## config.mk

```make
export PLATFORM = sky130hd
export DESIGN_NAME = uart_host_sequencer_flat
export DESIGN_NICKNAME = d
export VERILOG_FILES = /design/src/rtl/uart_host_pkg.sv /design/src/rtl/uart_host_sequencer_if.sv /design/src/rtl/uart_host_timeout.sv /design/src/rtl/uart_host_sequencer.sv /design/src/flat_wrapper.sv
export SDC_FILE = /design/constraint.sdc
export NUM_CORES = 1
export LEC_CHECK = 0
export ABC_AREA = 1
export BUFFER_PORTS_ARGS = -buffer_cell sky130_fd_sc_hd__buf_2
export CAP_MARGIN = 5
export CORE_MARGIN = 2
export CORE_UTILIZATION = 35
export DETAILED_ROUTE_END_ITERATION = 10
export HOLD_SLACK_MARGIN = 0.05
export SKIP_LAST_GASP = 1
export SYNTH_ARGS = -nofsm -noshare
export SYNTH_HDL_FRONTEND = slang
export SYNTH_SLANG_ARGS = --single-unit
```

## constraint.sdc

```tcl
create_clock -name clk -period 2.5 [get_ports clk]
set_input_delay 0.25 -clock clk [delete_from_list [all_inputs] [get_ports clk]]
set_output_delay 0.25 -clock clk [all_outputs]
set_load 0.01 [all_outputs]
```

## src/rtl/uart_host_pkg.sv

```systemverilog
// Shared definitions for the UART host sequencer.
//   - protocol command codes (echo, write RAM1-3, read RAM1-3, LED pulse)
//   - response status encoding reported with resp_done
//   - sequencer state encoding
//   - command-class decode helpers, including the BAD_CMD decode
package uart_host_pkg;

  localparam logic [7:0] CMD_ECHO = 8'd0;
  localparam logic [7:0] CMD_WR1  = 8'd1;
  localparam logic [7:0] CMD_WR3  = 8'd3;
  localparam logic [7:0] CMD_RD1  = 8'd4;
  localparam logic [7:0] CMD_RD3  = 8'd6;
  localparam logic [7:0] CMD_LED  = 8'd15;

  typedef enum logic [1:0] {
    ST_OK            = 2'd0,
    ST_BAD_CMD       = 2'd1,
    ST_ECHO_MISMATCH = 2'd2,
    ST_TIMEOUT       = 2'd3
  } resp_status_t;

  typedef enum logic [3:0] {
    S_IDLE,
    S_CMD_TX,
    S_CMD_GAP,
    S_FETCH,
    S_FETCH_WAIT,
    S_DATA_TX,
    S_DATA_GAP,
    S_RECV,
    S_DONE
  } state_t;

  // Codes 7..14 and everything above 15 are not part of the protocol.
  function automatic logic is_bad_cmd(input logic [7:0] code);
    return !((code <= CMD_RD3) || (code == CMD_LED));
  endfunction

  function automatic logic is_write_cmd(input logic [7:0] code);
    return (code >= CMD_WR1) && (code <= CMD_WR3);
  endfunction

  function automatic logic is_read_cmd(input logic [7:0] code);
    return (code >= CMD_RD1) && (code <= CMD_RD3);
  endfunction

endpackage

```

## src/rtl/uart_host_sequencer_if.sv

```systemverilog
// Bus bundle between the UART host sequencer and its surroundings.
//   cmd_valid/cmd_code/cmd_ready   command request handshake
//   resp_done/resp_status          command completion pulse and result
//   tx_data/tx_start/tx_busy       UART transmitter byte interface
//   rx_data/rx_ready               UART receiver byte interface
//   src_addr/src_data              source RAM read port (1-cycle read latency)
//   dst_addr/dst_data/dst_we       sink RAM write port
// master: the sequencer side. slave: the controller/UART/RAM side.
interface uart_host_sequencer_if #(
  parameter int ADDR_W = 10
);
  logic              cmd_valid;
  logic [7:0]        cmd_code;
  logic              cmd_ready;
  logic              resp_done;
  logic [1:0]        resp_status;
  logic [7:0]        tx_data;
  logic              tx_start;
  logic              tx_busy;
  logic [7:0]        rx_data;
  logic              rx_ready;
  logic [ADDR_W-1:0] src_addr;
  logic [7:0]        src_data;
  logic [ADDR_W-1:0] dst_addr;
  logic [7:0]        dst_data;
  logic              dst_we;

  modport master (
    input  cmd_valid, cmd_code, tx_busy, rx_data, rx_ready, src_data,
    output cmd_ready, resp_done, resp_status, tx_data, tx_start,
           src_addr, dst_addr, dst_data, dst_we
  );

  modport slave (
    output cmd_valid, cmd_code, tx_busy, rx_data, rx_ready, src_data,
    input  cmd_ready, resp_done, resp_status, tx_data, tx_start,
           src_addr, dst_addr, dst_data, dst_we
  );
endinterface

```

## src/rtl/uart_host_timeout.sv

```systemverilog
// Reply inactivity timer for the UART host sequencer.
//   clk, rst  clock and asynchronous active-high reset
//   load      reload the counter with TIMEOUT_CYC
//   dec       count down this cycle (sequencer is waiting for reply bytes)
//   expired   counter has reached zero while counting is enabled
module uart_host_timeout
  import uart_host_pkg::*;
#(
  parameter int TIMEOUT_CYC = 5_000_000
) (
  input  logic clk,
  input  logic rst,
  input  logic load,
  input  logic dec,
  output logic expired
);

  localparam int CNT_W = $clog2(TIMEOUT_CYC + 1);

  logic [CNT_W-1:0] cnt_reg;

  always_ff @(posedge clk or posedge rst) begin
    if (rst) begin
      cnt_reg <= '0;
    end else if (load) begin
      cnt_reg <= CNT_W'(TIMEOUT_CYC);
    end else if (dec && (cnt_reg != '0)) begin
      cnt_reg <= cnt_reg - CNT_W'(1);
    end
  end

  // The sequencer gives a same-cycle rx byte priority over this flag.
  assign expired = dec && (cnt_reg == '0);

endmodule

```

## src/rtl/uart_host_sequencer.sv

```systemverilog
// Host-side initiator for the board UART command protocol.
// Accepts one command, sends its code byte to the UART transmitter, then
// either streams XFER_LEN bytes from the source RAM (write), captures
// XFER_LEN reply bytes into the sink RAM (read), checks a one-byte echo
// reply, or finishes straight away (LED, bad code).
// Ports:
//   clk, rst   clock and asynchronous active-high reset
//   bus        uart_host_sequencer_if.master (command, response, UART TX/RX,
//              source RAM read port, sink RAM write port)
// Build option: define UART_HOST_TIMEOUT_EN to abort a reply that stalls for
// TIMEOUT_CYC cycles with status TIMEOUT; otherwise replies are awaited
// indefinitely.
module uart_host_sequencer
  import uart_host_pkg::*;
#(
  parameter int XFER_LEN    = 1024,
  parameter int ADDR_W      = 10,
  parameter int TIMEOUT_CYC = 5_000_000
) (
  input  logic                  clk,
  input  logic                  rst,
  uart_host_sequencer_if.master bus
);

  // The counter is one bit wider than the address so a full 2**ADDR_W
  // transfer can reach its end value without wrapping.
  localparam logic [ADDR_W:0] XFER_END = (ADDR_W + 1)'(XFER_LEN);
  localparam logic [ADDR_W:0] XFER_LAST = (ADDR_W + 1)'(XFER_LEN - 1);

  state_t            state_reg, state_next;
  logic [7:0]        code_reg, code_next;
  logic [ADDR_W:0]   count_reg, count_next;
  logic [7:0]        byte_reg, byte_next;
  logic [7:0]        tx_data_reg, tx_data_next;
  logic              tx_start_reg, tx_start_next;
  resp_status_t      status_reg, status_next;
  logic [ADDR_W-1:0] src_addr_reg, src_addr_next;
  logic [ADDR_W-1:0] dst_addr_reg, dst_addr_next;
  logic [7:0]        dst_data_reg, dst_data_next;
  logic              dst_we_reg, dst_we_next;
  logic              tmo_expired;

  always_ff @(posedge clk or posedge rst) begin
    if (rst) begin
      state_reg <= S_IDLE;
    end else begin
      state_reg <= state_next;
    end
  end

  always_ff @(posedge clk or posedge rst) begin
    if (rst) begin
      code_reg     <= '0;
      count_reg    <= '0;
      byte_reg     <= '0;
      tx_data_reg  <= '0;
      tx_start_reg <= 1'b0;
      status_reg   <= ST_OK;
      src_addr_reg <= '0;
      dst_addr_reg <= '0;
      dst_data_reg <= '0;
      dst_we_reg   <= 1'b0;
    end else begin
      code_reg     <= code_next;
      count_reg    <= count_next;
      byte_reg     <= byte_next;
      tx_data_reg  <= tx_data_next;
      tx_start_reg <= tx_start_next;
      status_reg   <= status_next;
      src_addr_reg <= src_addr_next;
      dst_addr_reg <= dst_addr_next;
      dst_data_reg <= dst_data_next;
      dst_we_reg   <= dst_we_next;
    end
  end

  always_comb begin
    state_next    = state_reg;
    code_next     = code_reg;
    count_next    = count_reg;
    byte_next     = byte_reg;
    tx_data_next  = tx_data_reg;
    tx_start_next = 1'b0;
    status_next   = status_reg;
    src_addr_next = src_addr_reg;
    dst_addr_next = dst_addr_reg;
    dst_data_next = dst_data_reg;
    dst_we_next   = 1'b0;

    case (state_reg)
      S_IDLE: begin
        if (bus.cmd_valid) begin
          code_next  = bus.cmd_code;
          count_next = '0;
          if (is_bad_cmd(bus.cmd_code)) begin
            status_next = ST_BAD_CMD;
            state_next  = S_DONE;
          end else begin
            state_next = S_CMD_TX;
          end
        end
      end

      S_CMD_TX: begin
        if (!bus.tx_busy) begin
          tx_data_next  = code_reg;
          tx_start_next = 1'b1;
          state_next    = S_CMD_GAP;
        end
      end

      // tx_busy may not yet reflect the start issued last cycle.
      S_CMD_GAP: begin
        if (is_write_cmd(code_reg)) begin
          src_addr_next = count_reg[ADDR_W-1:0];
          state_next    = S_FETCH;
        end else if ((code_reg == CMD_ECHO) || is_read_cmd(code_reg)) begin
          state_next = S_RECV;
        end else begin
          status_next = ST_OK;
          state_next  = S_DONE;
        end
      end

      // Address is on the RAM port this cycle; data appears next cycle.
      S_FETCH: begin
        state_next = S_FETCH_WAIT;
      end

      S_FETCH_WAIT: begin
        byte_next  = bus.src_data;
        state_next = S_DATA_TX;
      end

      S_DATA_TX: begin
        if (!bus.tx_busy) begin
          tx_data_next  = byte_reg;
          tx_start_next = 1'b1;
          count_next    = count_reg + (ADDR_W + 1)'(1);
          state_next    = S_DATA_GAP;
        end
      end

      // count already points past the byte just sent.
      S_DATA_GAP: begin
        if (count_reg == XFER_END) begin
          status_next = ST_OK;
          state_next  = S_DONE;
        end else begin
          src_addr_next = count_reg[ADDR_W-1:0];
          state_next    = S_FETCH;
        end
      end

      S_RECV: begin
        if (bus.rx_ready) begin
          if (code_reg == CMD_ECHO) begin
            status_next = (bus.rx_data == 8'h00) ? ST_OK : ST_ECHO_MISMATCH;
            state_next  = S_DONE;
          end else begin
            dst_we_next   = 1'b1;
            dst_addr_next = count_reg[ADDR_W-1:0];
            dst_data_next = bus.rx_data;
            count_next    = count_reg + (ADDR_W + 1)'(1);
            if (count_reg == XFER_LAST) begin
              status_next = ST_OK;
              state_next  = S_DONE;
            end
          end
        end else if (tmo_expired) begin
          status_next = ST_TIMEOUT;
          state_next  = S_DONE;
        end
      end

      S_DONE: begin
        state_next = S_IDLE;
      end

      default: begin
        state_next = S_IDLE;
      end
    endcase
  end

`ifdef UART_HOST_TIMEOUT_EN
  logic tmo_load;
  logic tmo_dec;

  assign tmo_dec  = (state_reg == S_RECV);
  assign tmo_load = ((state_reg == S_CMD_GAP) && (state_next == S_RECV)) ||
                    (tmo_dec && bus.rx_ready);

  uart_host_timeout #(
    .TIMEOUT_CYC(TIMEOUT_CYC)
  ) u_timeout (
    .clk     (clk),
    .rst     (rst),
    .load    (tmo_load),
    .dec     (tmo_dec),
    .expired (tmo_expired)
  );
`else
  logic unused_timeout_cfg;
  assign unused_timeout_cfg = (TIMEOUT_CYC == 0);
  assign tmo_expired        = 1'b0;
`endif

  assign bus.cmd_ready   = (state_reg == S_IDLE);
  assign bus.resp_done   = (state_reg == S_DONE);
  assign bus.resp_status = status_reg;
  assign bus.tx_data     = tx_data_reg;
  assign bus.tx_start    = tx_start_reg;
  assign bus.src_addr    = src_addr_reg;
  assign bus.dst_addr    = dst_addr_reg;
  assign bus.dst_data    = dst_data_reg;
  assign bus.dst_we      = dst_we_reg;

endmodule
```

## src/flat_wrapper.sv

```systemverilog
// flat-port wrapper written by rule: the top's interface ports become plain ports
module uart_host_sequencer_flat import uart_host_pkg::*;
#(
  parameter int XFER_LEN    = 1024,
  parameter int ADDR_W      = 10,
  parameter int TIMEOUT_CYC = 5_000_000
)
  (clk, rst, bus_cmd_valid, bus_cmd_code, bus_tx_busy, bus_rx_data, bus_rx_ready, bus_src_data, bus_cmd_ready, bus_resp_done, bus_resp_status, bus_tx_data, bus_tx_start, bus_src_addr, bus_dst_addr, bus_dst_data, bus_dst_we);
  uart_host_sequencer_if #(.ADDR_W(ADDR_W)) bus_i ();
  input  logic clk;
  input  logic rst;
  input wire logic [$bits(bus_i.cmd_valid)-1:0] bus_cmd_valid;
  input wire logic [$bits(bus_i.cmd_code)-1:0] bus_cmd_code;
  input wire logic [$bits(bus_i.tx_busy)-1:0] bus_tx_busy;
  input wire logic [$bits(bus_i.rx_data)-1:0] bus_rx_data;
  input wire logic [$bits(bus_i.rx_ready)-1:0] bus_rx_ready;
  input wire logic [$bits(bus_i.src_data)-1:0] bus_src_data;
  output wire logic [$bits(bus_i.cmd_ready)-1:0] bus_cmd_ready;
  output wire logic [$bits(bus_i.resp_done)-1:0] bus_resp_done;
  output wire logic [$bits(bus_i.resp_status)-1:0] bus_resp_status;
  output wire logic [$bits(bus_i.tx_data)-1:0] bus_tx_data;
  output wire logic [$bits(bus_i.tx_start)-1:0] bus_tx_start;
  output wire logic [$bits(bus_i.src_addr)-1:0] bus_src_addr;
  output wire logic [$bits(bus_i.dst_addr)-1:0] bus_dst_addr;
  output wire logic [$bits(bus_i.dst_data)-1:0] bus_dst_data;
  output wire logic [$bits(bus_i.dst_we)-1:0] bus_dst_we;
  assign bus_i.cmd_valid = bus_cmd_valid;
  assign bus_i.cmd_code = bus_cmd_code;
  assign bus_i.tx_busy = bus_tx_busy;
  assign bus_i.rx_data = bus_rx_data;
  assign bus_i.rx_ready = bus_rx_ready;
  assign bus_i.src_data = bus_src_data;
  assign bus_cmd_ready = bus_i.cmd_ready;
  assign bus_resp_done = bus_i.resp_done;
  assign bus_resp_status = bus_i.resp_status;
  assign bus_tx_data = bus_i.tx_data;
  assign bus_tx_start = bus_i.tx_start;
  assign bus_src_addr = bus_i.src_addr;
  assign bus_dst_addr = bus_i.dst_addr;
  assign bus_dst_data = bus_i.dst_data;
  assign bus_dst_we = bus_i.dst_we;
  uart_host_sequencer #(.XFER_LEN(XFER_LEN), .ADDR_W(ADDR_W), .TIMEOUT_CYC(TIMEOUT_CYC)) u_core (.clk(clk), .rst(rst), .bus(bus_i));
endmodule
```

==> results of run 1 <==
## Yosys cell counts, drive strengths merged
| library cell | instances | area share, % |
|---|---|---|
| a21oi | 13 | 1.9 |
| a31oi | 8 | 1.5 |
| buf | 9 | 1.8 |
| clkbuf | 1 | 0.11 |
| dfrtp | 71 | 53 |
| ha | 2 | 0.75 |
| inv | 40 | 4.5 |
| mux2 | 14 | 4.7 |
| nand2 | 106 | 12 |
| nand3 | 27 | 4.2 |
| nand4 | 6 | 1.1 |
| nor2 | 55 | 6.5 |
| nor3 | 4 | 0.75 |
| nor4 | 1 | 0.19 |
| o21ai | 38 | 6.5 |
| xor2 | 1 | 0.26 |
## stage by stage
| stage | area, µm² | hold slack, ps | power, mW | setup WS, ps |
|---|---|---|---|---|
| after floorplan | 3356 | 381.7 | 2.107 | 453.4 |
| after global routing | 4060 | 123.6 | 3.553 | 412.8 |
| after CTS | 4060 | 119.6 | 3.375 | 616.7 |
| after detailed placement | 3827 | 286.0 | 2.348 | 634.8 |
| final | 4060 | 139.0 | 3.325 | 620.5 |
| after global placement | 3827 | 283.2 | 2.323 | 550.0 |
## repair_timing
action	CTS	global route
hold buffers	1	0
buffers inserted	0	0
endpoints found under the setup margin	0	0
hold endpoints to repair	20	0
## power breakdown
group | switching (mW) | internal (mW) | total (mW)
Clock | 0.423 | 0.589 | 1.01
Combinational | 0.464 | 0.315 | 0.778
Sequential | 0.151 | 1.38 | 1.53
## kinds of logic (layout without fill, tap and decap cells)
kind of cell,Yosys count,after routing
buffers and inverters,50,130
and+or+nand+nor,199,199
AOI/OAI and AO/OA,59,59
muxes,14,14
xor gates and xnor gates,1,1
adders and majority gates,2,2
DFF,71,71
## worst max path at each step
| stage | start | to | cells after the start |
|---|---|---|---|
| 2_1_floorplan | rst | u_core.bus.dst_addr[0] | 1 |
| 3_3_place_gp | u_core.state_reg[1] | u_core.bus.dst_addr[0] | 5 |
| 3_5_place_dp | u_core.state_reg[1] | u_core.bus.dst_addr[8] | 5 |
| 4_1_cts | u_core.state_reg[1] | u_core.bus.dst_addr[8] | 5 |
| 5_1_grt | u_core.state_reg[1] | u_core.bus.dst_data[0] | 5 |
| 6_report | u_core.state_reg[3] | u_core.bus.dst_addr[9] | 6 |
## routing by layer
| layer | routed length (µm) | part of all wire, % | track usage, % |
|---|---|---|---|
| met1 | 3714 | 48 | 21.27 |
| met2 | 3613 | 47 | 24.54 |
| met4 | 72 | 0.93 | 5.538 |
| met3 | 342 | 4.4 | 4.241 |
| met5 | 0 | 0 | 0 |
## cells in the final DEF (no fill, tap or decap)
cell type | synthesis | routed
dfrtp_1 | 71 | 71
inv_2 | 7 | 8
nor3_1 | 3 | 3
clkinvlp_4 | 0 | 1
clkbuf_8 | 0 | 10
a31oi_1 | 8 | 8
bufinv_16 | 0 | 2
dlygate4sd3_1 | 0 | 1
o21ai_1 | 24 | 24
mux2_2 | 8 | 8
o21ai_2 | 7 | 7
buf_4 | 3 | 3
nand4_1 | 6 | 6
nor2_2 | 2 | 2
clkinv_2 | 0 | 1
nor2_4 | 1 | 1
ha_1 | 2 | 2
mux2_1 | 6 | 6
xor2_1 | 1 | 1
nor3_2 | 1 | 1
o21ai_0 | 7 | 7
nor4_1 | 1 | 1
nand3_2 | 1 | 1
nand2_1 | 99 | 99
inv_1 | 33 | 32
nor2_1 | 52 | 52
nand2_2 | 7 | 7
nand3_1 | 26 | 26
buf_2 | 5 | 70
clkbuf_1 | 1 | 1
clkinv_4 | 0 | 1
a21oi_1 | 13 | 13
## layout make-up
cell class / count / area, µm² / share of cell area, %
timing repair buffer: 74 / 382.9 / 9.430
tap: 129 / 161.4 / 3.975
clock inverter: 5 / 81.33 / 2.003
sequential: 71 / 1777 / 43.76
clock buffer: 11 / 141.4 / 3.482
multi-input combinational: 275 / 1366 / 33.65
inverter: 40 / 150.1 / 3.698
==> run_results.csv, run 1 <==
group,metric,value,unit
status,status,"finished, final reports clean",
logic_synthesis,syn_nets,427,
clock_tree,clock-sinks,71,
logic_synthesis,synth_compound_area_share,9.881,%
worst_hold_path,worstHoldPathCells,2,
clock_tree,clk_pin_slew,80,ps
setup_path,worstPathCellList,"inv_2, nand4_1, inv_2, nand3_2, nand2_1, o21ai_1",
sta,rsz0062_at_grt,"false",
sta,clock.fmax,532.1,MHz
logic_synthesis,syn_inst,396,
final_layout,largest_reg_flops,11,
worst_hold_path,hold_start,"bus_src_data[1]",
logic_synthesis,ys_types,27,
setup_path,cp_max_fo,36,
logic_synthesis,synth-simple-area-share,25.13,%
logic_synthesis,synthAdderAreaFrac,0.7457,%
floorplanning,ios,71,
route,drc,0,
setup_path,critPathTopFamily,"simple AND/OR/NAND/NOR gates",
global_route,grt_usage,15.75,%
clock_tree,clockBufferDepth,2,
final_layout,n_fill_cell,941,
final_layout,utilization,43.73,%
final_layout,n_antenna_cell,0,
logic_synthesis,synthMuxAreaShare,4.698,%
sta,relSlewSlack,54.28,%
setup_path,cp.required,2700,ps
power,ir_worst_vdd,283.9,µV
route,via_per_inst,4.643,
setup_path,end_kind,"flop",
sta,finalClockSkew,6.334,ps
route,antenna_left,0,
flow_run,maxCapViolCount,0,
route,drt_pre_antenna_iters,4,
setup_path,cpPeakStageDelay,540,ps
worst_hold_path,hold_end,"u_core.byte_reg[1]",
clock_tree,clock-root-buffer,"clkbuf_8",
setup_path,worst_path_most_repeated_cell,"inv_2",
placed_design,gp_congestion,0.8615,
sta,finalSetupViolCount,0,
final_layout,area.growth.synth_to_final,20.99,%
floorplanning,die_h,101.9,µm
logic_synthesis,yosysSeqAreaShare,52.95,%
route,vias,2809,
floorplanning,die-width,101.9,µm
final_layout,drive_above_1_share,25.84,%
global_route,grt_max_degree,37,
global_route,grt_pass1_vias,2660,
clock_tree,cts_resized,0,
sta,worst_pin_slew,685.1,ps
placed_design,dp.cells,588,
sta,maxSlewViolCount,0,
setup_path,crit_arrival,2080,ps
setup_path,r2r_end,"u_core.bus.dst_addr[9]",
global_route,grt_overflow_total,0,
setup_path,cp_slowest_cell,"nand3_2",
floorplanning,core.rowCount,35,
logic_synthesis,synth_warnings,0,
route,wl,7.743,mm
logic_synthesis,synth_top_family_by_area,"simple AND/OR/NAND/NOR gates",
final_layout,nets,502,
sta,min_period_over_period,75.18,%
floorplanning,core_area,9284,µm²
setup_path,rr_worst_depth,6,
sta,hold_violations,0,
sta,fin_tns_setup,0,ps
route,first_iter_violations,167,
floorplanning,start_util,36.15,%
placed_design,port_buffers,70,
logic_synthesis,synth_xor_area_share,0.2610,%
clock_tree,clock_latency,340,ps
setup_path,critPathKind,"flop to flop",
clock_tree,cts_tree,"yes",
logic_synthesis,syn_area,3356,µm²
setup_path,startpoint_type,"flop",
global_route,antenna_found_initial,0,
logic_synthesis,yosys_register_bits,71,
final_layout,final_cells,605,
power,p_leak,2.030,nW
logic_synthesis,synth.avg_cell_area,8.474,µm²
sta,period_needed,1880,ps
clock_tree,cts_buffers,9,
setup_path,rr_startpoint,"u_core.state_reg[3]",
setup_path,r2r_slack,620,ps
worst_hold_path,hp-class,"input port to flop",
setup_path,worst-path-buf-inv,2,
global_route,grt_pass1_wl,12.73,mm
route,wl_per_cell,12.80,µm
floorplanning,dieArea,10390,µm²
clock_tree,cts_htree_levels,3,
power,powerDensity,818.9,nW/µm²
placed_design,hpwl,5.676,mm
(Power assumes the default switching activity.)
==> run 2: changes to the inputs <==
--- a/config.mk
+++ b/config.mk
@@ -5,7 +5,7 @@
 export SDC_FILE = /design/constraint.sdc
 export NUM_CORES = 1
 export LEC_CHECK = 0
-export ABC_AREA = 1
+export ABC_AREA = 0
 export BUFFER_PORTS_ARGS = -buffer_cell sky130_fd_sc_hd__buf_2
 export CAP_MARGIN = 5
 export CORE_MARGIN = 2
==> constraint.sdc (replaced) <==
create_clock -name clk -period 1.9 [get_ports clk]
set_input_delay 0.19 -clock clk [delete_from_list [all_inputs] [get_ports clk]]
set_output_delay 0.19 -clock clk [all_outputs]
set_load 0.01 [all_outputs]
==> run 2 against run 1 <==
Net effect: the run now ends with setup timing left; clock power up 47%; register-to-register slack lost 730 ps; sequential share of layout area is 5.8 points lower; non-clock buffer count increased by 67; clock-buffer cell count decreased by 1; via count shrank 2.3%; worst setup slack worse by 730 ps; area after synthesis down 3.4%; fmax is 6.4% lower; core utilization increased by 7.7 points.
==> run_results.csv, run 2 <==
group,metric,value,unit
logic_synthesis,synth_most_common_cell,"dfrtp_1",
sta,fin_tns_setup,-1607,ps
clock_tree,clock-root-buffer,"clkbuf_8",
power,p_total,6.475,mW
logic_synthesis,ys_types,43,
setup_path,end_kind,"flop",
floorplanning,start_util,35.58,%
sta,rsz0062_at_grt,"true",
logic_synthesis,synthArstFlopShare,100.0,%
final_layout,drive_above_1_share,53.88,%
setup_path,worst-path-buf-inv,1,
sta,period_needed,2007,ps
sta,worst_pin_slew,603.1,ps
setup_path,critPathTopFamily,"simple AND/OR/NAND/NOR gates",
logic_synthesis,synth_warnings,0,
sta,setup_slack,-107.4,ps
logic_synthesis,yosys.area.top_type_share,54.83,%
route,antenna_left,0,
route,via_per_inst,5.121,
clock_tree,cts_buffers,9,
clock_tree,clock-sinks,71,
power,powerDensity,1381,nW/µm²
setup_path,critPathKind,"flop to flop",
sta,finalClockSkew,8.970,ps
sta,relSlewSlack,59.71,%
status,violations,"setup timing",
final_layout,n_fill_cell,813,
floorplanning,dieArea,10050,µm²
route,vias,2745,
setup_path,cp_slowest_cell,"or4_4",
logic_synthesis,synth.avg_cell_area,11.62,µm²
global_route,grt_pass1_vias,2723,
sta,min_period_over_period,105.7,%
route,wl_per_cell,15.85,µm
global_route,grt_pass1_wl,13.71,mm
logic_synthesis,yosys-top-cells-area,"dfrtp_1 55%, mux2_2 15%, mux2i_1 2.8%",
clock_tree,clockBufferDepth,2,
flow_run,maxCapViolCount,0,
sta,finalSetupViolCount,22,
sta,maxSlewViolCount,0,
logic_synthesis,yosys_register_bits,71,
setup_path,cp.required,2130,ps
status,status,"complete, but fails checks",
final_layout,final_cell_mix,"70 x buf_2, 70 x dfrtp_1, 63 x buf_4",
final_layout,area.growth.synth_to_final,44.63,%
clock_tree,clk_pin_slew,80,ps
logic_synthesis,syn_inst,279,
setup_path,cpPeakStageDelay,520,ps
logic_synthesis,synth_edf_count,0,
logic_synthesis,syn_area,3241,µm²
power,p_leak,2.357,nW
global_route,antenna_found_initial,0,
clock_tree,cts_tree,"yes",
logic_synthesis,synthTopCellsByCount,"71 x dfrtp_1, 42 x mux2_2, 22 x nor2_1, 17 x o21ai_0, 16 x nand2_1",
clock_tree,cts_htree_levels,3,
logic_synthesis,yosysTopAreaCell,"dfrtp_1",
floorplanning,ios,71,
placed_design,hpwl,5.851,mm
sta,clock.fmax,498.2,MHz
route,drc,0,
setup_path,worstPathCellList,"buf_4, or4_4, nand3_2, a211o_1, nand2b_4, mux2_4",
global_route,grt_overflow_total,0,
global_route,grt_usage,17.43,%
floorplanning,core.rowCount,35,
power,ir_worst_vdd,493.9,µV
placed_design,gp_congestion,0.8261,
clock_tree,clock_latency,350,ps
sta,hold_violations,0,
route,first_iter_violations,97,
sta,hold_slack,70.10,ps
route,wl,8.494,mm
final_layout,nets,451,
final_layout,multi_input_area,1559,µm²
logic_synthesis,synth-main-ff-cell,"dfrtp_1",
floorplanning,core_area,9109,µm²
final_layout,largest_reg_flops,11,
setup_path,startpoint_type,"flop",
placed_design,port_buffers,70,
global_route,grt_max_degree,47,
worst_hold_path,hp-class,"input port to flop",
final_layout,regArea,1778,µm²
final_layout,n_antenna_cell,0,
logic_synthesis,syn_nets,310,
route,drt_pre_antenna_iters,4,
setup_path,crit_arrival,2240,ps
logic_synthesis,yosysSeqAreaShare,54.83,%
floorplanning,die-width,100.2,µm
setup_path,cp_max_fo,8,
floorplanning,die_h,100.2,µm
run 2: repair_timing:
| item | in CTS | in global routing |
|---|---|---|
| gates cloned | 1 | 0 |
| hold buffers | 1 | 1 |
| hold endpoints to repair | 25 | 1 |
| gates resized for setup | 16 | 12 |
| pin swaps | 4 | 8 |
| endpoints found under the setup margin | 45 | 48 |
| buffers inserted | 7 | 9 |
run 2: cells by family after synthesis:
group                    count (synthesis)  share of synthesized area, %
AO/OA/AOI/OAI                           46                         9.228
XOR/XNOR                                 1                        0.2703
adder cells (fa/ha/maj)                  2                        0.7721
buffers and inverters                   21                         2.625
flip-flops                              71                         54.83
multiplexers                            52                         17.84
AND/OR/NAND/NOR                         86                         14.44
run 2: final cells by class:
| type | count | area share (%) |
|---|---|---|
| Clock buffer | 10 | 2.936 |
| Timing Repair Buffer | 141 | 19.81 |
| Inverter | 9 | 0.8009 |
| Clock inverter | 6 | 2.296 |
| Sequential cell | 71 | 37.93 |
| Multi-Input combinational cell | 188 | 33.26 |
| Tap cell | 111 | 2.963 |
run 2: power by group:
group / internal [mW] / total [mW] / switching, mW
Sequential: 1.93 / 2.23 / 0.296
Combinational: 1.51 / 2.77 / 1.27
Clock: 0.903 / 1.48 / 0.573
run 2: final timing paths:
kind	slack, ps	from	depth (start not counted)	to
min in group asynchronous	450	rst	3	u_core.byte_reg[6]
min reg2reg	480	u_core.bus.dst_addr[1]	2	u_core.bus.dst_addr[1]
max in group asynchronous	810	rst	4	u_core.state_reg[2]
max	-110	u_core.state_reg[1]	6	u_core.code_reg[0]
max reg2reg	-110	u_core.state_reg[1]	6	u_core.code_reg[0]
min	70	bus_src_data[6]	2	u_core.byte_reg[6]
run 2: layer usage:
layer  share of wire (%)  track usage [%]  vias to the layer above
met5                   0                0                        -
met4                 1.3            4.847                        0
met3                 4.9            5.153                       12
met2                  50            28.34                       81
met1                  44            22.72                     1352
li1                    -                -                     1300
run 2: through the flow:
stage | worst slack (ps) | cells | util (%) | instance area (µm²)
6_report | -107.4 | 536 | 51.46 | 4687
3_3_place_gp | -130.1 | 501 | 45.74 | 4167
4_1_cts | -112.0 | 526 | 49.99 | 4553
2_1_floorplan | -132.0 | 279 | - | 3321
5_1_grt | -174.3 | 536 | 51.46 | 4687
3_5_place_dp | -171.7 | 501 | 45.74 | 4167
==> run 3: changes to the inputs <==
--- a/config.mk
+++ b/config.mk
@@ -7,7 +7,8 @@
 export LEC_CHECK = 0
 export ABC_AREA = 0
 export BUFFER_PORTS_ARGS = -buffer_cell sky130_fd_sc_hd__buf_2
-export CAP_MARGIN = 5
+export CAP_MARGIN = 20
+export CORE_ASPECT_RATIO = 1.1
 export CORE_MARGIN = 2
 export CORE_UTILIZATION = 35
 export DETAILED_ROUTE_END_ITERATION = 10
==> run 3 against run 2 <==
Net effect: the run still ends with setup timing left; die area hardly changed; wire length is 2.0% lower; core utilization down 0.40 points; largest power group unchanged; sequential share of layout area rose by 1.1 points; critical path depth unchanged; first-iteration DRC count is 23% higher; critical path type unchanged; clock skew up 5.5 ps; non-clock buffer count shrank 6.
==> run_results.csv, run 3 (synthesized netlist as in run 2, its figures left out) <==
group,metric,value,unit
setup_path,critPathKind,"flop to flop",
global_route,grt_pass1_vias,2694,
setup_path,cp.required,2150,ps
placed_design,gp_congestion,0.8469,
clock_tree,clock-root-buffer,"clkbuf_8",
clock_tree,clk_pin_slew,80,ps
sta,finalSetupViolCount,24,
route,wl,8.320,mm
placed_design,hpwl,5.915,mm
global_route,grt_overflow_total,0,
clock_tree,cts_htree_levels,3,
final_layout,largest_reg_flops,11,
power,powerDensity,1335,nW/µm²
sta,hold_violations,0,
final_layout,n_fill_cell,811,
final_layout,nets,444,
floorplanning,dieArea,10050,µm²
global_route,antenna_found_initial,0,
clock_tree,clockBufferDepth,2,
power,p_clk_share,20.2,%
clock_tree,clock-sinks,71,
power,p_leak,2.277,nW
setup_path,cpPeakStageDelay,440,ps
power,sw_frac_of_total,35.04,%
global_route,grt_pass1_wl,13.42,mm
route,drt_pre_antenna_iters,4,
power,combPwrFrac,42.7,%
power,seqPwrFrac,37.1,%
setup_path,cp_max_fo,2,
sta,relSlewSlack,71.95,%
floorplanning,ios,71,
floorplanning,die-width,95.75,µm
sta,worst_pin_slew,417.5,ps
power,p_int,3.949,mW
sta,period_needed,1964,ps
sta,maxSlewViolCount,0,
route,via_per_inst,5.004,
route,drc,0,
setup_path,end_kind,"flop",
clock_tree,clock_latency,360,ps
route,first_iter_violations,119,
final_layout,area.growth.synth_to_final,40.50,%
floorplanning,die_h,104.9,µm
route,wl_per_cell,15.64,µm
global_route,grt_max_degree,39,
final_layout,drive_above_1_share,53.11,%
clock_tree,cts_buffers,9,
status,status,"complete, but fails checks",
worst_hold_path,hp-class,"input port to flop",
sta,finalClockSkew,14.50,ps
sta,rsz0062_at_grt,"true",
final_layout,n_antenna_cell,0,
power,ir_worst_vdd,540.3,µV
final_layout,final_cell_mix,"70 x buf_2, 70 x dfrtp_1, 60 x buf_4",
floorplanning,core.rowCount,36,
power,p_total,6.079,mW
clock_tree,cts_tree,"yes",
setup_path,startpoint_type,"flop",
flow_run,maxCapViolCount,0,
final_layout,utilization,51.05,%
floorplanning,start_util,36.34,%
placed_design,port_buffers,70,
setup_path,cp_slowest_cell,"or4_4",
sta,min_period_over_period,103.4,%
sta,clock.fmax,509.2,MHz
route,antenna_left,0,
floorplanning,core_area,8919,µm²
setup_path,worstPathCellList,"ha_2, nand4_1, or4_4, a221oi_2, o211ai_2, mux2_4",
sta,setup_slack,-63.86,ps
status,violations,"setup timing",
power,p_sw,2.130,mW
global_route,grt_usage,17.23,%
setup_path,crit_arrival,2210,ps
route,vias,2662,
==> run 3: routing by layer <==
| metal | part of all wire, % | global-route usage (%) | up-vias |
|---|---|---|---|
| li1 | - | - | 1281 |
| met4 | 1.7 | 6.633 | 0 |
| met5 | 0 | 0 | - |
| met1 | 43 | 21.60 | 1312 |
| met3 | 4.8 | 3.677 | 12 |
| met2 | 50 | 28.67 | 57 |
==> run 3: repair_timing <==
item                       4_1_cts  5_1_grt
resized for setup                5       24
setup endpoints to repair       24       50
setup buffers                    7        3
pin swaps                        3        4
hold buffers                     1        0
hold endpoints to repair        13        0
==> run 3: worst max-delay path, delay by kind of cell (launching register included) <==
family	cells	cell delay, ps
flops	1	390
mux	1	310
compound gates	2	410
fa+ha+maj	1	190
simple gates	2	550
==> run 3: final timing paths <==
path	from	endpoint	slack [ps]	cells after the start
setup / recovery	u_core.count_reg[1]	u_core.bus.resp_status[0]	-60	6
hold / removal	bus_src_data[0]	u_core.byte_reg[0]	60	2
setup reg to reg	u_core.count_reg[1]	u_core.bus.resp_status[0]	-60	6
hold reg to reg	u_core.bus.dst_addr[1]	u_core.bus.dst_addr[1]	480	2
max in group asynchronous	rst	u_core.code_reg[4]	990	4
min in group asynchronous	rst	u_core.bus.resp_status[0]	360	3
==> run 3: power by group through the flow <==
stage / sequential [mW] / combinational (mW) / clock, mW
6_report: 2.26 / 2.60 / 1.23
4_1_cts: 2.25 / 2.45 / 1.25
2_1_floorplan: 2.28 / 1.45 / 0
5_1_grt: 2.32 / 2.83 / 1.31
3_3_place_gp: 2.25 / 2.34 / 0
3_5_place_dp: 2.27 / 2.37 / 0
==> run 3: area by class of cell <==
type | instances | area [µm²] | share of cell area, %
Tap cell | 114 | 142.6 | 3.133
Sequential cell | 71 | 1778 | 39.05
Clock inverter | 6 | 67.56 | 1.484
Inverter | 9 | 37.54 | 0.8244
Multi-Input combinational cell | 187 | 1526 | 33.53
Timing Repair Buffer | 135 | 873.3 | 19.18
Clock buffer | 10 | 127.6 | 2.803
==> run 3: through the flow <==
step	hold slack [ps]	instances	TNS [ps]	area (µm²)	setup slack [ps]
2_1_floorplan	338.5	279	-535.6	3321	-132.0
3_3_place_gp	191.1	505	-561.1	4178	-70.17
3_5_place_dp	197.6	505	-1407	4178	-91.15
4_1_cts	56.07	529	-1366	4459	-92.94
5_1_grt	59.71	532	-3185	4553	-129.9
6_report	63.71	532	-671.0	4553	-63.86
